File: src/rtl/tlp_eth_framer_pkg.sv
// Shared types, frame constants and header byte helper for the TLP framer.
// Used by both the default build and the TLP_FRAMER_SEQ_EN build.
package eth_pkg;

    typedef struct packed {
        logic       last;
        logic       rsvd;
        logic [7:0] keep;
        logic [63:0] data;
    } fifo_word_t;

    typedef enum logic [2:0] {
        IDLE    = 3'd0,
        HDR0    = 3'd1,
        HDR1    = 3'd2,
        PAYLOAD = 3'd3,
        PAD     = 3'd4,
        DRAIN   = 3'd5
    } framer_state_t;

    localparam int ETH_HDR_WORDS = 2;
    localparam int MIN_FRAME_WORDS = 8;
    localparam logic [7:0] MIN_LAST_KEEP = 8'h0F;

    // Big-endian value to wire order: MSB byte lands in byte lane 0.
    function automatic logic [63:0] be64(input logic [63:0] v);
        logic [63:0] r;
        for (int i = 0; i < 8; i++) begin
            r[8*i +: 8] = v[8*(7-i) +: 8];
        end
        return r;
    endfunction

endpackage

File: src/rtl/tlp_eth_framer_if.sv
// AXI-Stream beat bundle between the framer and the 10G MAC TX port.
interface tlp_eth_framer_if;
    logic        tvalid;
    logic        tready;
    logic [63:0] tdata;
    logic [7:0]  tkeep;
    logic        tlast;
    logic        tuser;

    modport master (
        output tvalid, tdata, tkeep, tlast, tuser,
        input  tready
    );

    modport slave (
        input  tvalid, tdata, tkeep, tlast, tuser,
        output tready
    );
endinterface

File: src/rtl/tlp_eth_framer_axis_out_reg.sv
// Single-beat registered AXIS output stage; holds while stalled.
module axis_out_reg (
    input  logic        clk,
    input  logic        rst_n,
    input  logic        load,
    input  logic [63:0] data,
    input  logic [7:0]  keep,
    input  logic        last,
    input  logic        user,
    output logic        slot_free,
    tlp_eth_framer_if.master m_axis
);

    assign slot_free = !m_axis.tvalid || m_axis.tready;

    always_ff @(posedge clk or negedge rst_n) begin
        if (!rst_n) begin
            m_axis.tvalid <= 1'b0;
            m_axis.tdata  <= '0;
            m_axis.tkeep  <= '0;
            m_axis.tlast  <= 1'b0;
            m_axis.tuser  <= 1'b0;
        end else if (load) begin
            m_axis.tvalid <= 1'b1;
            m_axis.tdata  <= data;
            m_axis.tkeep  <= keep;
            m_axis.tlast  <= last;
            m_axis.tuser  <= user;
        end else if (m_axis.tready) begin
            m_axis.tvalid <= 1'b0;
        end
    end

endmodule

File: src/rtl/tlp_eth_framer.sv
// Frames FIFO TLP words into Ethernet frames for the 10G MAC TX port.
// Define TLP_FRAMER_SEQ_EN to carry a frame sequence number in bytes 14-15.
module tlp_eth_framer
    import eth_pkg::*;
#(
    parameter logic [15:0] ETHERTYPE = 16'h88B5,
    parameter int MAX_PAYLOAD_WORDS = 160
) (
    input  logic        clk156,
    input  logic        sys_rst_n,
    input  logic [47:0] dst_mac,
    input  logic [47:0] src_mac,
    input  fifo_word_t  dout,
    input  logic        empty,
    output logic        rd_en,
    tlp_eth_framer_if.master m_axis,
    output logic [31:0] frame_cnt,
    output logic [15:0] trunc_cnt,
    output logic [15:0] underrun_cnt
);

    localparam int WW =
        $clog2(MAX_PAYLOAD_WORDS + ETH_HDR_WORDS + 1);
    localparam logic [WW-1:0] LAST_MIN =
        WW'(MIN_FRAME_WORDS - 1);
    localparam logic [WW-1:0] TRUNC_AT =
        WW'(MAX_PAYLOAD_WORDS + ETH_HDR_WORDS - 1);

    framer_state_t state, state_n;
    logic [WW-1:0] wcnt, wcnt_n;
    logic [31:0]   src_lo;
    logic [15:0]   seq;
    logic          slot_free;
    logic          load;
    logic [63:0]   ld_data;
    logic [7:0]    ld_keep;
    logic          ld_last;
    logic          ld_user;
    logic          trunc_hit;
    logic          underrun;
    logic          acc_last;
    logic          unused_rsvd;

    assign unused_rsvd = dout.rsvd;
    assign acc_last = m_axis.tvalid && m_axis.tready
                      && m_axis.tlast;
    assign underrun = (state == PAYLOAD) && empty;
    assign rd_en = !empty
        && (((state == PAYLOAD) && slot_free)
            || (state == DRAIN));

    always_comb begin
        state_n   = state;
        wcnt_n    = wcnt;
        load      = 1'b0;
        ld_data   = '0;
        ld_keep   = 8'hFF;
        ld_last   = 1'b0;
        ld_user   = 1'b0;
        trunc_hit = 1'b0;
        unique case (state)
            IDLE: begin
                wcnt_n = '0;
                if (!empty) state_n = HDR0;
            end
            HDR0: if (slot_free) begin
                load    = 1'b1;
                ld_data = be64({dst_mac, src_mac[47:32]});
                wcnt_n  = WW'(1);
                state_n = HDR1;
            end
            HDR1: if (slot_free) begin
                load    = 1'b1;
                ld_data = be64({src_lo, ETHERTYPE, seq});
                wcnt_n  = WW'(ETH_HDR_WORDS);
                state_n = PAYLOAD;
            end
            PAYLOAD: if (slot_free && !empty) begin
                load    = 1'b1;
                ld_data = dout.data;
                ld_keep = dout.keep;
                if (dout.last) begin
                    if (wcnt >= LAST_MIN) begin
                        ld_last = 1'b1;
                        state_n = IDLE;
                    end else begin
                        // Short frame: widen to a full beat, pad follows.
                        if (dout.keep == MIN_LAST_KEEP)
                            ld_data[63:32] = '0;
                        ld_keep = 8'hFF;
                        wcnt_n  = wcnt + WW'(1);
                        state_n = PAD;
                    end
                end else if (wcnt == TRUNC_AT) begin
                    ld_last   = 1'b1;
                    ld_user   = 1'b1;
                    trunc_hit = 1'b1;
                    state_n   = DRAIN;
                end else begin
                    wcnt_n = wcnt + WW'(1);
                end
            end
            PAD: if (slot_free) begin
                load = 1'b1;
                if (wcnt == LAST_MIN) begin
                    ld_keep = MIN_LAST_KEEP;
                    ld_last = 1'b1;
                    state_n = IDLE;
                end else begin
                    wcnt_n = wcnt + WW'(1);
                end
            end
            DRAIN: if (!empty && dout.last) state_n = IDLE;
            default: state_n = IDLE;
        endcase
    end

    always_ff @(posedge clk156 or negedge sys_rst_n) begin
        if (!sys_rst_n) begin
            state  <= IDLE;
            wcnt   <= '0;
            src_lo <= '0;
        end else begin
            state <= state_n;
            wcnt  <= wcnt_n;
            if ((state == HDR0) && slot_free)
                src_lo <= src_mac[31:0];
        end
    end

`ifdef TLP_FRAMER_SEQ_EN
    always_ff @(posedge clk156 or negedge sys_rst_n) begin
        if (!sys_rst_n) seq <= '0;
        else if (acc_last) seq <= seq + 16'd1;
    end
`else
    assign seq = '0;
`endif

    always_ff @(posedge clk156 or negedge sys_rst_n) begin
        if (!sys_rst_n) begin
            frame_cnt    <= '0;
            trunc_cnt    <= '0;
            underrun_cnt <= '0;
        end else begin
            if (acc_last && (frame_cnt != '1))
                frame_cnt <= frame_cnt + 32'd1;
            if (trunc_hit && (trunc_cnt != '1))
                trunc_cnt <= trunc_cnt + 16'd1;
            if (underrun && (underrun_cnt != '1))
                underrun_cnt <= underrun_cnt + 16'd1;
        end
    end

    axis_out_reg u_out (
        .clk       (clk156),
        .rst_n     (sys_rst_n),
        .load      (load),
        .data      (ld_data),
        .keep      (ld_keep),
        .last      (ld_last),
        .user      (ld_user),
        .slot_free (slot_free),
        .m_axis    (m_axis)
    );

endmodule

File: src/flat_wrapper.sv
// flat-port wrapper written by rule: the top's interface ports become plain ports
module tlp_eth_framer_flat import eth_pkg::*;
#(
    parameter logic [15:0] ETHERTYPE = 16'h88B5,
    parameter int MAX_PAYLOAD_WORDS = 160
)
  (clk156, sys_rst_n, dst_mac, src_mac, dout, empty, rd_en, frame_cnt, trunc_cnt, underrun_cnt, m_axis_tvalid, m_axis_tdata, m_axis_tkeep, m_axis_tlast, m_axis_tuser, m_axis_tready);
  tlp_eth_framer_if m_axis_i ();
  input  logic clk156;
  input  logic sys_rst_n;
  input  logic [47:0] dst_mac;
  input  logic [47:0] src_mac;
  input  fifo_word_t dout;
  input  logic empty;
  output logic rd_en;
  output logic [31:0] frame_cnt;
  output logic [15:0] trunc_cnt;
  output logic [15:0] underrun_cnt;
  output wire logic [$bits(m_axis_i.tvalid)-1:0] m_axis_tvalid;
  output wire logic [$bits(m_axis_i.tdata)-1:0] m_axis_tdata;
  output wire logic [$bits(m_axis_i.tkeep)-1:0] m_axis_tkeep;
  output wire logic [$bits(m_axis_i.tlast)-1:0] m_axis_tlast;
  output wire logic [$bits(m_axis_i.tuser)-1:0] m_axis_tuser;
  input wire logic [$bits(m_axis_i.tready)-1:0] m_axis_tready;
  assign m_axis_tvalid = m_axis_i.tvalid;
  assign m_axis_tdata = m_axis_i.tdata;
  assign m_axis_tkeep = m_axis_i.tkeep;
  assign m_axis_tlast = m_axis_i.tlast;
  assign m_axis_tuser = m_axis_i.tuser;
  assign m_axis_i.tready = m_axis_tready;
  tlp_eth_framer #(.ETHERTYPE(ETHERTYPE), .MAX_PAYLOAD_WORDS(MAX_PAYLOAD_WORDS)) u_core (.clk156(clk156), .sys_rst_n(sys_rst_n), .dst_mac(dst_mac), .src_mac(src_mac), .dout(dout), .empty(empty), .rd_en(rd_en), .m_axis(m_axis_i), .frame_cnt(frame_cnt), .trunc_cnt(trunc_cnt), .underrun_cnt(underrun_cnt));
endmodule
File: config.mk
export PLATFORM = sky130hd
export DESIGN_NAME = tlp_eth_framer_flat
export DESIGN_NICKNAME = d
export VERILOG_FILES = /design/src/rtl/tlp_eth_framer_pkg.sv /design/src/rtl/tlp_eth_framer_if.sv /design/src/rtl/tlp_eth_framer_axis_out_reg.sv /design/src/rtl/tlp_eth_framer.sv /design/src/flat_wrapper.sv
export SDC_FILE = /design/constraint.sdc
export NUM_CORES = 1
export LEC_CHECK = 0
export ABC_AREA = 0
export BUFFER_PORTS_ARGS = -buffer_cell sky130_fd_sc_hd__buf_2
export CAP_MARGIN = 10
export CORE_MARGIN = 2
export CORE_UTILIZATION = 45
export CTS_CLUSTER_DIAMETER = 60
export CTS_CLUSTER_SIZE = 14
export DETAILED_ROUTE_END_ITERATION = 8
export PLACE_DENSITY_LB_ADDON = 0.2
export REMOVE_ABC_BUFFERS = 1
export SYNTH_ARGS = -nofsm -noshare
export SYNTH_HDL_FRONTEND = slang
export SYNTH_SLANG_ARGS = --single-unit
File: constraint.sdc
create_clock -name clk156 -period 1.9 [get_ports clk156]
set_input_delay 0.38 -clock clk156 [delete_from_list [all_inputs] [get_ports clk156]]
set_output_delay 0.38 -clock clk156 [all_outputs]
set_load 0.01 [all_outputs]
==> qor.csv, run 1 <==
metric,value,unit
p_int,10.16,mW
critPathKind,register to register,
drive_gt1_share,48.11,%
r2r-end,u_core.u_out.m_axis.tdata[60],
grt_pass1_vias,7791,
placed_area,11030,µm²
fmax,515.8,MHz
drv_slew,0,
reg2reg_from,u_core.wcnt[0],
numPortBuffers,312,
synth_area_leaders,"dfrtp_1 (54%), a222oi_1 (6.8%), mux2_2 (4.8%)",
arrival,2.25,ns
power,15.89,mW
clkPwrFrac,21.9,%
cp_max_fo,32,
fill_cells,1419,
grt_setup_unrepaired,true,
synthMostInstantiatedCell,dfrtp_1,
drc_errors,2,
drt_iter0_markers,660,
reg2reg_depth,7,
endpoint_kind,register,
viasPerCell,5.587,
max-vdd-ir-drop,0.8140,mV
die_x,140.3,µm
cts_tree,yes,
violations,"design-rule violations, negative setup slack",
critPathSlowestCell,dfrtp_1,
via_count,7961,
gp_congestion,0.8760,
coreArea,18090,µm²
yosysSeqAreaShare,54.48,%
syn-cell-area,8359,µm²
synth_cell_types,62,
rows,49,
ff2ff_setup_slack,-0.04,ns
min_period,1.939,ns
synth_common_cells,"dfrtp_1 (182), nand2_1 (106), a222oi_1 (57)",
synthCells,747,
yosys_warnings,0,
clk_pin_slew,0.08,ns
cts_sinks,182,
whs_endpoint,u_core.u_out.m_axis.tdata[44],
clockBufferDepth,2,
outcome,"complete, but fails checks",
finalNetCount,1357,
switching_share,36.07,%
synth_top_cell_area_share,54.48,%
synthArstFlopShare,100.0,%
hpwl,18160,µm
grt_overflow,0,
numCtsBuffers,17,
grt_pass1_wl,40280,µm
die_h,140.3,µm
start_util,46.22,%
hold_path_depth,3,
clock_skew,0.01224,ns
h-tree-depth,4,
postRouteAntennaNets,0,
avgSynthCellArea,11.19,µm²
critical_path.cell_chain,ha_2 -> a211oi_4 -> nand3_2 -> o31a_1 -> buf_12 -> a222oi_1 -> inv_1,
grt.total_usage,25.61,%
antenna_found_initial,4,
ys_seq_elements,182,
routed_wl,25950,µm
synthFlopType,dfrtp_1,
ios,314,
hold_violations,0,
synth_edf_count,0,
area_delta_synth_final,46.34,%
setup.worst_path.start_class,register,
min_from,dout[44],
combPwrFrac,41.5,%
max_cap_violations,0,
hold_class,input port to register,
required,2.21,ns
wire_per_inst,18.21,µm
timing.slew.headroom,47.28,%
finalSetupViolCount,7,
p_leak,6.400,nW
grt_max_degree,42,
p_switching,5.732,mW
dr.pass1.iters,9,
final_area,12230,µm²
p_per_area,1299,nW/µm²
cpPeakStageDelay,0.39,ns
clock-root-buffer,clkbuf_16,
die-area,19680,µm²
clk_latency,0.43,ns
worst_pin_slew,0.7900,ns
fin_crit_sh,102.0,%
synth_top_area_cell,dfrtp_1,
setup_slack,-0.03874,ns
seqPwrFrac,36.6,%
place_ws,-0.1648,ns
-- layer usage --
layer,vias to the layer above,wire length [µm],global-route usage (%)
li1,3657,-,-
met1,3978,10020,31.05
met2,282,13580,43.94
met3,44,1633,6.803
met4,0,714,9.676
met5,-,0,0
-- repair_timing --
action / CTS / global route
gates cloned: 1 / 5
gates resized for setup: 29 / 36
hold buffers: 1 / 0
hold endpoints to repair: 35 / 0
setup buffers: 9 / 12
endpoints found under the setup margin: 34 / 157
pin swaps: 15 / 28
-- through the flow --
stage          hold WS, ns  setup TNS [ns]  util, %  instances
6_report            0.1381         -0.1371    67.64       1425
3_3_place_gp        0.3418          -2.219    60.98       1360
2_1_floorplan      0.08441         -248.47        -        710
3_5_place_dp        0.3388          -2.879    60.98       1360
5_1_grt             0.1420          -3.590    67.61       1423
4_1_cts             0.1244         -0.7317    65.48       1403
-- worst max-delay path by stage --
stage,from,to,slack (ns)
CTS,u_core.wcnt[0],u_core.u_out.m_axis.tdata[60],-0.06
global placement,dout[68],u_core.u_out.m_axis.tdata[41],-0.10
finish,u_core.wcnt[0],u_core.u_out.m_axis.tdata[60],-0.04
floorplan,u_core.u_out.m_axis.tvalid,u_core.u_out.m_axis.tdata[32],-2.51
detailed placement,u_core.wcnt[0],u_core.u_out.m_axis.tdata[37],-0.16
global route,u_core.wcnt[1],u_core.u_out.m_axis.tdata[60],-0.15
-- power by group through the flow --
stage / clock (mW) / combinational, mW / sequential [mW]
floorplan: 0 / 2.82 / 6.14
global placement: 0 / 5.87 / 5.80
detailed placement: 0 / 6.01 / 5.81
CTS: 3.54 / 6.12 / 5.79
global route: 3.73 / 7.19 / 5.94
finish: 3.49 / 6.59 / 5.81
-- area by class of cell --
| type | instances | area, µm² | share of cell area (%) |
|---|---|---|---|
| Clock buffer | 18 | 429.2 | 3.508 |
| Clock inverter | 14 | 145.1 | 1.186 |
| Multi-Input combinational cell | 495 | 3784 | 30.93 |
| Timing Repair Buffer | 449 | 2897 | 23.68 |
| Tap cell | 229 | 286.5 | 2.342 |
| Inverter | 33 | 123.9 | 1.013 |
| Antenna cell | 5 | 12.51 | 0.1023 |
| Sequential cell | 182 | 4556 | 37.24 |
-- sequential cells by signal (all words and copies together), names as in the netlist --
name,count
u_core.u_out.m_axis.tdata,64
u_core.frame_cnt,32
u_core.src_lo,32
u_core.trunc_cnt,16
u_core.underrun_cnt,16
u_core.u_out.m_axis.tkeep,8
u_core.wcnt,8
u_core.state,3
u_core.u_out.m_axis.tlast,1
u_core.u_out.m_axis.tuser,1
u_core.u_out.m_axis.tvalid,1
-- cell usage in the layout (no fill, tap or decap), types with 5 or more instances in the layout --
cell / instances
nand2b_4: 5
nor2_1: 18
buf_4: 110
xor2_1: 23
dfrtp_1: 181
buf_2: 310
and4_1: 11
a221oi_1: 6
mux2_2: 36
diode_2: 5
buf_6: 9
xnor2_1: 35
buf_12: 12
nand2_1: 104
o31ai_1: 12
inv_1: 33
nor3_2: 7
a21oi_1: 6
and3_1: 16
nand3_1: 27
a222oi_1: 57
nand4_1: 29
clkbuf_16: 22
nor2_2: 7
nor3_1: 8
-- cells by family (layout without fill, tap and decap cells) --
logic type	after synthesis	after routing	synth area share, %
buffers and inverters	70	514	3.487
DFF	182	182	54.48
other	0	5	0
and+or+nand+nor	280	280	18.13
muxes	36	36	4.850
AOI/OAI and AO/OA	116	116	12.23
xor gates and xnor gates	58	58	6.077
adders and majority gates	5	5	0.7484
-- worst max-delay path, delay by kind of cell, from the launching register on --
| family | cells | cell delay, ns |
|---|---|---|
| AO/OA/AOI/OAI | 3 | 0.80 |
| flip-flops | 1 | 0.39 |
| buffers and inverters | 2 | 0.25 |
| adder cells (fa/ha/maj) | 1 | 0.21 |
| AND/OR/NAND/NOR | 1 | 0.14 |
Power figures use the tool's default switching activity.
==> run 2: changes to the inputs <==
- BUFFER_PORTS_ARGS: -buffer_cell sky130_fd_sc_hd__buf_2 -> -buffer_cell sky130_fd_sc_hd__clkbuf_2
==> run 2 against run 1 <==
The run ends with negative setup slack left. Sequential cell count is the same. Clock power up 5.7%. Clock skew up 0.0024 ns. Global-route usage is essentially flat. Critical path depth is 2 higher. Combinational power fell by 5.9%. Sequential power up 0.7%. First-iteration DRC count shrank 9.5%. Hold slack worse by 0.0020 ns. Routed wire length is 1.5% lower. Design area is 0.77% lower. Critical path type unchanged.
==> qor.csv, run 2 (synthesized netlist as in run 1, its figures left out) <==
metric,value,unit,change
layout_common_cells,"clkbuf_2 (310), dfrtp_1 (179), nand2_1 (104), buf_4 (103), a222oi_1 (57)",,
switching_share,36.30,%,+0.22 points
cpPeakStageDelay,0.41,ns,+0.02 ns
outcome,"complete, but fails checks",,
hold_path_depth,3,,unchanged
setup.worst_path.start_class,register,,
wire_per_inst,18.11,µm,-0.54%
max-vdd-ir-drop,0.8936,mV,+9.8%
viasPerCell,5.585,,about the same
drv_slew,0,,unchanged
routed_wl,25550,µm,-1.5%
die-area,19680,µm²,unchanged
finalSetupViolCount,22,,+15
drive_gt1_share,48.39,%,+0.28 points
fill_cells,1396,,-1.6%
clock_skew,0.01468,ns,+0.002442 ns
regMostFlops,u_core.u_out.m_axis.tdata,,
cts_sinks,182,,unchanged
grt_overflow,0,,unchanged
clockBufferDepth,2,,unchanged
numPortBuffers,312,,unchanged
critPathKind,register to register,,
hold_class,input port to register,,
largest_registers,"u_core.u_out.m_axis.tdata: 64 flops, u_core.frame_cnt: 32 flops, u_core.src_lo: 32 flops",,
clock-root-buffer,clkbuf_16,,
ios,314,,unchanged
start_util,46.22,%,unchanged
finalNetCount,1348,,-0.66%
gp_congestion,0.8879,,+1.4%
grt_setup_unrepaired,true,,
numCtsBuffers,17,,unchanged
drc_errors,0,,-2
place_ws,-0.1384,ns,+0.02641 ns
p_per_area,1296,nW/µm²,-0.20%
fmax,502.9,MHz,-2.5%
hpwl,18340,µm,+1.0%
max_cap_violations,0,,unchanged
rows,49,,unchanged
endpoint_kind,register,,
p_int,10.02,mW,-1.3%
largest_register_ffs,64,,unchanged
cp_max_fo,5,,-84%
ff2ff_setup_slack,-0.09,ns,-0.05 ns
grt_pass1_wl,40340,µm,+0.17%
coreArea,18090,µm²,unchanged
cts_tree,yes,,
die_x,140.3,µm,unchanged
critical_path.cell_chain,inv_2 -> ha_4 -> nand4b_1 -> buf_4 -> o21ba_4 -> nor3b_4 -> buf_6 -> nor4b_2 -> a211o_1,,
finalNonFillerCells,1411,,-0.98%
seqPwrFrac,37.2,%,+0.6 points
area_delta_synth_final,45.22,%,
timing.slew.headroom,58.38,%,+11 points
fin_crit_sh,104.7,%,+2.6 points
critPathSlowestCell,dfrtp_1,,
required,2.21,ns,about the same
drt_iter0_markers,597,,-9.5%
arrival,2.30,ns,+0.05 ns
h-tree-depth,4,,unchanged
violations,negative setup slack,,
seq_area,4558,µm²,about the same
clk_pin_slew,0.08,ns,about the same
postRouteAntennaNets,0,,unchanged
grt_pass1_vias,7881,,+1.2%
dr.pass1.iters,8,,-1
hold_violations,0,,unchanged
combPwrFrac,39.4,%,-2.1 points
final_util,67.12,%,-0.52 points
power,15.74,mW,-0.97%
final_common_cell,clkbuf_2,,
multi_input_area,3845,µm²,+1.6%
placedCellCount,1361,,+0.074%
via_count,7881,,-1.0%
clkPwrFrac,23.4,%,+1.5 points
diodes,0,,-5
p_switching,5.712,mW,-0.35%
worst_pin_slew,0.6236,ns,-0.1664 ns
p_leak,6.296,nW,-1.6%
final.setup.tns,-0.6759,ns,-0.5388 ns
die_h,140.3,µm,unchanged
clk_latency,0.44,ns,about the same
min_period,1.988,ns,+0.04973 ns
antenna_found_initial,0,,-4
reg2reg_depth,9,,+2
setup_slack,-0.08846,ns,-0.04973 ns
grt_max_degree,63,,+50%
grt.total_usage,25.62,%,about the same
==> run 2: repair_timing <==
action,CTS,global route
resized for setup,15,63
cloned,0,1
endpoints found under the setup margin,46,76
pin swaps,5,41
hold endpoints to repair,39,0
setup buffers,2,14
hold buffers,1,0
==> run 2: final timing paths <==
check / start / endpoint
setup / recovery: u_core.wcnt[1] / u_core.wcnt[0]
max in group asynchronous: sys_rst_n / u_core.frame_cnt[16]
setup reg to reg: u_core.wcnt[1] / u_core.wcnt[0]
min in group asynchronous: sys_rst_n / u_core.u_out.m_axis.tuser
hold reg to reg: u_core.u_out.m_axis.tdata[28] / u_core.u_out.m_axis.tdata[28]
hold / removal: dout[40] / u_core.u_out.m_axis.tdata[40]
==> run 2: final cells by class <==
class                   count  share of cell area [%]
flip-flops and latches    182                   37.55
multi-input cells         496                   31.67
inverters                  33                   1.020
repair buffers            439                   22.42
clock inverters            14                   1.443
clock buffers              18                   3.535
well taps                 229                   2.360
==> run 2: stage by stage <==
stage / hold slack [ns] / instance area, µm²
4_1_cts: 0.1263 / 11730
2_1_floorplan: 0.08441 / 8192
6_report: 0.1361 / 12140
3_5_place_dp: 0.3586 / 11020
5_1_grt: 0.1450 / 12140
3_3_place_gp: 0.3607 / 11020
==> run 2: power by group through the flow <==
| stage | Combinational, mW | Clock (mW) | Sequential (mW) |
|---|---|---|---|
| final | 6.20 | 3.69 | 5.85 |
| after global routing | 6.85 | 3.88 | 5.99 |
| after CTS | 5.98 | 3.73 | 5.82 |
| after detailed placement | 5.90 | 0 | 5.86 |
| after global placement | 5.76 | 0 | 5.86 |
| after floorplan | 2.82 | 0 | 6.14 |
==> run 2: worst max-delay path, delay by kind of cell (launching register included) <==
family,cells,cell delay (ns)
and+or+nand+nor,3,0.47
adders and majority gates,1,0.12
AOI/OAI and AO/OA,2,0.43
DFF,1,0.41
buffers and inverters,3,0.45
==> run 2: routing by layer <==
layer | global-route usage (%) | share of wire [%] | routed length [µm]
met3 | 6.291 | 6.6 | 1698
met5 | 0 | 0 | 0
met4 | 11.16 | 3.4 | 874
met1 | 30.86 | 39 | 9839
met2 | 43.86 | 51 | 13140
==> run 3: changes to the inputs <==
- ABC_AREA: 0 -> 1
- CORE_UTILIZATION: 45 -> 47
==> run 3 against run 2 <==
The flow now finishes without violations. Design area is 4.1% higher. Non-clock buffer count shrank 53. Final cell count is 39% higher. Global-route usage is 1.7 points higher. Area after synthesis up 15%. Sequential share of layout area shrank 1.5 points. Fmax increased by 8.6%. Sequential power grew 3%. Sequential cell count unchanged. Clock power fell by 2%. Setup slack gained 0.16 ns. Combinational power increased by 15%. Largest cell class is now multi-input combinational cells.
==> qor.csv, run 3 <==
metric,value,unit,change
critical_path.cell_chain,nand2_4 -> nand2_2 -> nor2_4 -> inv_4 -> nand2_1 -> clkbuf_2,,
antenna_found_initial,0,,unchanged
clk_latency,0.43,ns,about the same
yosysSeqAreaShare,47.35,%,-7.1 points
die_h,147.1,µm,+4.8%
max_cap_violations,0,,unchanged
routed_wl,30030,µm,+17%
globalRouteMet2Util,43.55,%,-0.31 points
yosys_warnings,0,,unchanged
top_usage_layer,met2,,
timing.slew.headroom,57.37,%,-1.0 points
gp_congestion,0.9365,,+5.5%
synth_top_cell_area_share,47.35,%,-7.1 points
hold_class,input port to register,,
min_from,src_mac[24],,
clock_skew,0.01582,ns,+0.001145 ns
numPortBuffers,312,,unchanged
final_area,12640,µm²,+4.1%
clk_pin_slew,0.07,ns,about the same
wire_per_inst,15.26,µm,-16%
ys_seq_elements,182,,unchanged
max-vdd-ir-drop,0.6811,mV,-24%
fin_crit_sh,96.37,%,-8.3 points
arrival,1.45,ns,-0.85 ns
hold_violations,0,,unchanged
crit_start,u_core.u_out.m_axis.tvalid,,
grt.total_usage,27.34,%,+1.7 points
p_switching,6.743,mW,+18%
place_ws,0.04156,ns,+0.1799 ns
hpwl,22330,µm,+22%
drive_gt1_share,26.03,%,-22 points
synthMostInstantiatedCell,nand2_1,,
p_per_area,1324,nW/µm²,+2.1%
clkPwrFrac,21.6,%,-1.8 points
largest_register_ffs,64,,unchanged
start_util,47.69,%,+1.5 points
final_util,62.68,%,-4.4 points
required,1.52,ns,-0.69 ns
finalSetupViolCount,0,,-100%
synth_common_cells,"nand2_1 (598), dfrtp_1 (182), nor2_1 (124)",,
layout_common_cells,"nand2_1 (595), clkbuf_2 (311), dfrtp_1 (180), nor2_1 (123), nand3_1 (113)",,
ios,314,,unchanged
synth_cell_types,31,,-50%
setup.worst_path.start_class,register,,
placed_area,11860,µm²,+7.6%
synth_edf_count,0,,unchanged
worst-path-buf-inv,2,,-1
seqPwrFrac,36.0,%,-1.2 points
outcome,completed,,
worst_pin_slew,0.6387,ns,+0.01513 ns
reg2reg_from,u_core.state[1],,
dr.pass1.iters,7,,-1
postRouteAntennaNets,0,,unchanged
drt_iter0_markers,590,,-1.2%
area_delta_synth_final,31.44,%,
critPathSlowestCell,dfrtp_1,,
rows,52,,+6.1%
p_int,9.993,mW,-0.30%
coreArea,20170,µm²,+12%
numCtsBuffers,17,,unchanged
cpPeakStageDelay,0.41,ns,about the same
fmax,546.1,MHz,+8.6%
syn-cell-area,9618,µm²,+15%
grt_overflow,0,,unchanged
clockBufferDepth,2,,unchanged
p_leak,6.737,nW,+7.0%
synthFlopType,dfrtp_1,,
cts_tree,yes,,
drv_slew,0,,unchanged
setup_slack,0.06888,ns,+0.1573 ns
cts_sinks,182,,unchanged
die_x,147.1,µm,+4.8%
regMostFlops,u_core.u_out.m_axis.tdata,,
viasPerCell,4.999,,-10%
grt.met1_usage,36.75,%,+5.9 points
synth_area_leaders,"dfrtp_1 (47%), nand2_1 (23%), nand3_1 (6.0%)",,
drc_errors,0,,unchanged
cp_max_fo,9,,+4
grt_max_degree,63,,unchanged
power,16.74,mW,+6.4%
grt_pass1_wl,47030,µm,+17%
final_common_cell,nand2_1,,
finalNetCount,1864,,+38%
met3_usage,7.422,%,+1.1 points
avgSynthCellArea,7.253,µm²,-35%
via_count,9839,,+25%
combPwrFrac,42.4,%,+3.0 points
diodes,0,,unchanged
synthCells,1326,,+78%
critPathKind,register to primary output,,
largest_registers,"u_core.u_out.m_axis.tdata: 64 flops, u_core.frame_cnt: 32 flops, u_core.src_lo: 32 flops",,
die-area,21620,µm²,+9.9%
switching_share,40.29,%,+4.0 points
h-tree-depth,4,,unchanged
endpoint_kind,primary output,,
critical_path.top_delay_family,simple AND/OR/NAND/NOR gates,,
grt_pass1_vias,9252,,+17%
clock-root-buffer,clkbuf_16,,
min_period,1.831,ns,-0.1573 ns
synth_top_area_cell,dfrtp_1,,
synthArstFlopShare,100.0,%,unchanged
## run 3: layout make-up
cell class | instances | area (µm²)
sequential | 182 | 4557
multi-input combinational | 1029 | 4612
fill | 1851 | 7527
tap | 270 | 337.8
clock buffer | 20 | 456.7
clock inverter | 12 | 138.9
inverter | 69 | 264.0
timing repair buffer | 386 | 2276
## run 3: timing repair
item | 4_1_cts | 5_1_grt
buffers inserted | 2 | 8
pin swaps | 2 | 2
gates resized for setup | 4 | 12
gates cloned | 0 | 2
endpoints found under the hold margin | 46 | 0
hold buffers | 1 | 0
endpoints found under the setup margin | 1 | 75
## run 3: cells by family after synthesis
logic type,count (synthesis),share of synthesized area [%]
compound gates,93,5.243
flops,182,47.35
simple gates,888,37.66
fa+ha+maj,5,0.6504
xor+xnor,43,3.916
buf+inv,115,5.178
## run 3: worst register-to-register path, delay by kind of cell, from the launching register on
family,cells,cell delay (ns)
simple gates,6,0.81
flops,1,0.46
buf+inv,2,0.31
compound gates,1,0.08
## run 3: routing by layer
layer  routed length (µm)  part of all wire [%]
met1                12860                    43
met2                14010                    47
met3                 2479                   8.3
met4                  677                   2.3
met5                    0                     0
## run 3: worst paths after layout
kind / slack, ns / to / cells past startpoint
max: 0.07 / rd_en / 6
min: 0.14 / u_core.src_lo[24] / 3
max reg2reg: 0.13 / u_core.u_out.m_axis.tdata[25] / 9
min reg2reg: 0.48 / u_core.src_lo[26] / 2
max in group asynchronous: 0.83 / u_core.trunc_cnt[8] / 3
min in group asynchronous: 0.47 / u_core.underrun_cnt[7] / 2
## run 3: per-stage QoR
step | instances | TNS [ns] | hold WS, ns
floorplan | 1280 | -116.87 | 0.08441
global placement | 1923 | 0 | 0.3921
detailed placement | 1923 | 0 | 0.3965
CTS | 1958 | 0 | 0.1295
global route | 1968 | -0.004364 | 0.1420
finish | 1968 | 0 | 0.1438
## run 3: power by group through the flow
stage | logic (mW) | clock network, mW | registers (mW)
6_report | 7.10 | 3.61 | 6.03
4_1_cts | 6.73 | 3.67 | 6.02
3_5_place_dp | 6.72 | 0 | 6.04
2_1_floorplan | 3.35 | 0 | 6.34
5_1_grt | 7.94 | 3.84 | 6.18
3_3_place_gp | 6.52 | 0 | 6.03
